===== config.mk =====
export PLATFORM = sky130hd
export DESIGN_NAME = bus_arbiter
export DESIGN_NICKNAME = d
export VERILOG_FILES = /design/src/rtl/bus_arbiter.sv
export SDC_FILE = /design/constraint.sdc
export NUM_CORES = 1
export LEC_CHECK = 0
export ABC_AREA = 1
export BUFFER_PORTS_ARGS = -buffer_cell sky130_fd_sc_hd__buf_2
export CAP_MARGIN = 40
export CORE_UTILIZATION = 45
export DETAILED_ROUTE_END_ITERATION = 10
export PLACE_DENSITY = 0.69
export SLEW_MARGIN = 20
export SYNTH_ARGS = -nofsm -noshare
export SYNTH_HDL_FRONTEND = slang
export SYNTH_SLANG_ARGS = --single-unit

===== constraint.sdc =====
create_clock -name clk -period 2.1 [get_ports clk]
set_input_delay 0.21 -clock clk [delete_from_list [all_inputs] [get_ports clk]]
set_output_delay 0.21 -clock clk [all_outputs]
set_load 0.02 [all_outputs]

===== src/rtl/bus_arbiter.sv =====
// Round-robin arbiter for the shared 8-source bus mux.
// Grants are one-hot, separated by a dead TURN cycle, with an optional hold limit.
module bus_arbiter #(
  parameter int N_REQ    = 8,
  parameter int MAX_HOLD = 4
) (
  input  logic             clk,
  input  logic             rst,
  input  logic [N_REQ-1:0] req,
  output logic [N_REQ-1:0] gnt,
  output logic [2:0]       sel,
  output logic             busy,
  output logic [7:0]       hold_cnt
);

  typedef enum logic [1:0] {IDLE, GRANT, TURN} state_t;

  localparam logic [7:0] HoldLimit = 8'(MAX_HOLD);

  state_t     r_state;
  logic [2:0] r_lastOwner;
  logic [2:0] w_winner;
  logic       w_anyReq;
  logic       w_others;
  logic       w_exit;

  // Walk the search order backwards so the highest-priority requester is assigned last;
  // k = N_REQ lands on the previous owner itself, which is searched last.
  always_comb begin
    w_winner = r_lastOwner;
    for (int k = N_REQ; k >= 1; k--) begin
      if (req[r_lastOwner + 3'(k)]) begin
        w_winner = r_lastOwner + 3'(k);
      end
    end
  end

  assign w_anyReq = |req;
  assign w_others = |(req & ~(N_REQ'(1) << r_lastOwner));
  assign w_exit   = !req[r_lastOwner] ||
                    ((MAX_HOLD != 0) && (hold_cnt >= HoldLimit) && w_others);

  always_ff @(posedge clk) begin
    if (rst) begin
      r_state     <= IDLE;
      r_lastOwner <= 3'd7;
      gnt         <= '0;
      sel         <= 3'd0;
      busy        <= 1'b0;
      hold_cnt    <= 8'd0;
    end else begin
      case (r_state)
        IDLE, TURN: begin
          if (w_anyReq) begin
            r_state     <= GRANT;
            r_lastOwner <= w_winner;
            gnt         <= N_REQ'(1) << w_winner;
            sel         <= w_winner;
            busy        <= 1'b1;
            hold_cnt    <= 8'd1;
          end else begin
            r_state  <= IDLE;
            gnt      <= '0;
            busy     <= 1'b0;
            hold_cnt <= 8'd0;
          end
        end
        GRANT: begin
          if (w_exit) begin
            r_state  <= TURN;
            gnt      <= '0;
            busy     <= 1'b0;
            hold_cnt <= 8'd0;
          end else if (hold_cnt != 8'hFF) begin
            hold_cnt <= hold_cnt + 8'd1;
          end
        end
        default: begin
          r_state  <= IDLE;
          gnt      <= '0;
          busy     <= 1'b0;
          hold_cnt <= 8'd0;
        end
      endcase
    end
  end

endmodule


==> metrics.md <==
| Metric | Value |
|---|---|
| Fraction of layout cells with a size suffix above 1 | 0.328 |
| Routed vias | 1,903 |
| PD cells | roughly 1800 nW/um^2 |
| Ys async rst share | 0 |
| Reg clk slew, reported paths | roughly 0.080 ns |
| Setup TNS | 0 ns |
| Max Slew Vio Count | 0 |
| Initial Utilization | 0.476 |
| DPL Wire Length | ~3500 um |
| Ports | 30 |
| Drt first pass iters | 5 |
| WL/cell | between 10 and 15 um |
| Initial drt markers | ~60 |
| TritonCTS clock tree | done |
| H-tree lvl count | 1 |
| Nets | 332 |
| Root Buffer | clkbuf_8 |
| Min setup slack post-route | a little over 0.1 ns |
| GRT Resource Usage Total | 0.231 |
| Ant. Diodes | 0 |
| Std cell rows | 22 |
| Vias in the first global route | around 1,700 |
| Core area | approximately 3700 sq um |
| Total of max-cap violations | 0 |
| Dpl cells | 354 |
| Largest net degree at the start of global routing | 15 |
| Worst-Skew Late Latency | roughly 0.27 ns |
| Post-route cell area | roughly 2300 sq um |
| Die width | between 60 and 70 um |
| RSZ-0062 raised after global routing | yes |
| Vias/cell | between 5 and 6 |
| # setup viols final | 0 |
| Status | complete, no violations |
| Drt total wl | around 4600 um |
| Layout Skew | about 0.0026 ns |
| Post-DP Area | 2060 sq um |
| Commonest non-fill, non-tap cells in the layout | 74 x nand2_1, 31 x nand3_1, 29 x buf_2 |
| Util after Layout | 0.607 |
| Crit path max fanout | 6 |
| Synth Flop Type | dfxtp_1 |
| Dpl ws | -0.0177 ns |
| Slew @ Worst Pin | between 0.4 and 0.5 ns |
| Layout area overhead | 27.3% |
| Critical path endpoint category | flip-flop |
| Commonest non-fill, non-tap cell in the layout | nand2_1 |
| Port bufs | 29 |
| HP Class | input port to flip-flop |
| Non-filler cells, final | about 360 |
| Post-synthesis cell area | 1770 sq um |
| Critical Path RT | approximately 2.3 ns |
| First-pass GRT wire length | about 7600 um |
| Register area share after synthesis | 0.271 |
| Die area | approximately 4200 sq um |
| Final Critical Period | 2.00 ns |
| Fillers | 378 |
| Max VDD drop | approximately 0.95 mV |
| Syn_area_per_cell | around 6.7 sq um |
| Cts hold-fix bufs | 0 |
| Syn_nets | roughly 290 |
| Gp weighted congestion | 0.891 |
| Final Hold Fails | 0 |
| Gate Count Post-Synth | between 200 and 300 |
| Total leakage power | between 1 and 1.5 nW |
| #FFs+latches synth | 24 |
| Total grt overflow | 0 |
| Remaining DRCs | 0 |
| Peak Freq | 500 MHz |
| Longest Clk Path Bufs | 2 |
| Worst path arrival time | around 2.2 ns |
| EDFF count, synth | 0 |
| Slew HR | 0.699 |
| TritonCTS Sinks | 24 |
| CP Class | flip-flop to flip-flop |
| YS warnings | 0 |
| Tcrit/Tclk final | 0.952 |
| Initial antenna violation count | 0 |
| Worst Setup Start Kind | flip-flop |
| ANT nets after route | 0 |
| Num CTS Buffers | 3 |
| Vert. Die Dim | approximately 65 um |
| Unique masters post-synth | 36 |
==> power by group <==
group / leakage, nW / internal [mW] / switching [mW] / total [mW]
sequential: 0.196 / 0.587 / 0.0990 / 0.686
combinational: 0.914 / 1.14 / 1.92 / 3.06
clock: 0.0357 / 0.255 / 0.150 / 0.405
total: 1.15 / 1.99 / 2.17 / 4.15
==> cells in the mapped netlist, types with 2 or more instances <==
cell type,number,area [sq um]
a211oi_1,2,15.0
a21boi_0,3,22.5
a21oi_1,8,40.0
a21oi_2,2,17.5
dfxtp_1,24,480
ha_1,10,125
inv_1,23,86.3
inv_2,4,15.0
nand2_1,80,300
nand2_2,14,87.6
nand3_1,37,185
nand3_2,4,40.0
nand3b_1,2,15.0
nand4_1,3,18.8
nor2_1,13,48.8
nor2_2,5,31.3
nor3_1,5,25.0
nor4_1,3,18.8
o211ai_1,2,15.0
o21ai_0,3,15.0
o22ai_1,2,12.5
xor2_1,3,26.3
==> path summary, 6_finish.rpt <==
| kind | startpoint | endpoint | slack, ns | cells past startpoint |
|---|---|---|---|---|
| max | r_lastOwner[0] | gnt[2] | 0.10 | 18 |
| min | rst | sel[1] | 0.20 | 2 |
| max reg2reg | r_lastOwner[0] | gnt[2] | 0.10 | 18 |
| min reg2reg | gnt[2] | gnt[2] | 0.45 | 2 |
==> worst max-delay path: stages, from the launching register on <==
cell,delay (ns)
dfxtp_4,0.40
inv_4,0.06
ha_4,0.32
inv_6,0.05
nand3_2,0.06
nand3b_1,0.12
nand2_2,0.12
inv_1,0.04
nand2_1,0.05
nand2_1,0.06
nand2_2,0.07
nand2_2,0.07
nand2_2,0.06
nand2_2,0.07
nand2_4,0.09
nand2_4,0.06
nor2_4,0.11
nand2_1,0.06
nand2_1,0.06
==> state kept, by name, summed over array words and instances, names as in the netlist <==
name         flops
gnt              8
hold_cnt         8
r_lastOwner      3
sel              3
r_state          2
==> logic make-up after synthesis <==
logic type                 count (synthesis)  synth area share
DFF                                       24             0.271
AOI/OAI and AO/OA                         29             0.114
and+or+nand+nor                          167             0.439
xor gates and xnor gates                   4            0.0198
buffers and inverters                     32            0.0855
adders and majority gates                 10            0.0707
==> metrics by stage <==
step | hold WS [ns] | total power, mW
CTS | 0.177 | 3.78
global placement | 0.436 | 3.33
floorplan | 0.272 | 2.70
finish | 0.202 | 4.15
global route | 0.200 | 4.52
detailed placement | 0.439 | 3.35
==> layer usage <==
metal  vias up  share of wire  wire length (um)  global-route usage
li1        971              -                 -                   -
met1       885           0.51              2310               0.339
met5         -              0                 0                   0
met4         0          0.012                54              0.0750
met2        42           0.44              2000               0.341
met3         5          0.044               199              0.0317
==> what timing repair did <==
| action | 4_1_cts | 5_1_grt |
|---|---|---|
| buffers inserted | 0 | 1 |
| gates resized for setup | 2 | 29 |
| pin swaps | 0 | 13 |
| setup endpoints to repair | 7 | 20 |
| hold endpoints to repair | 0 | 0 |
==> layout make-up <==
| type | instances | area (sq um) | share of cell area |
|---|---|---|---|
| clock buffer | 3 | 41.3 | 0.0183 |
| clock inverter | 1 | 30.0 | 0.0133 |
| inverter | 28 | 118 | 0.0522 |
| multi-input combinational | 210 | 1250 | 0.555 |
| sequential | 24 | 489 | 0.217 |
| tap | 48 | 60.1 | 0.0266 |
| timing repair buffer | 45 | 265 | 0.118 |
Power figures use the tool's default switching activity.
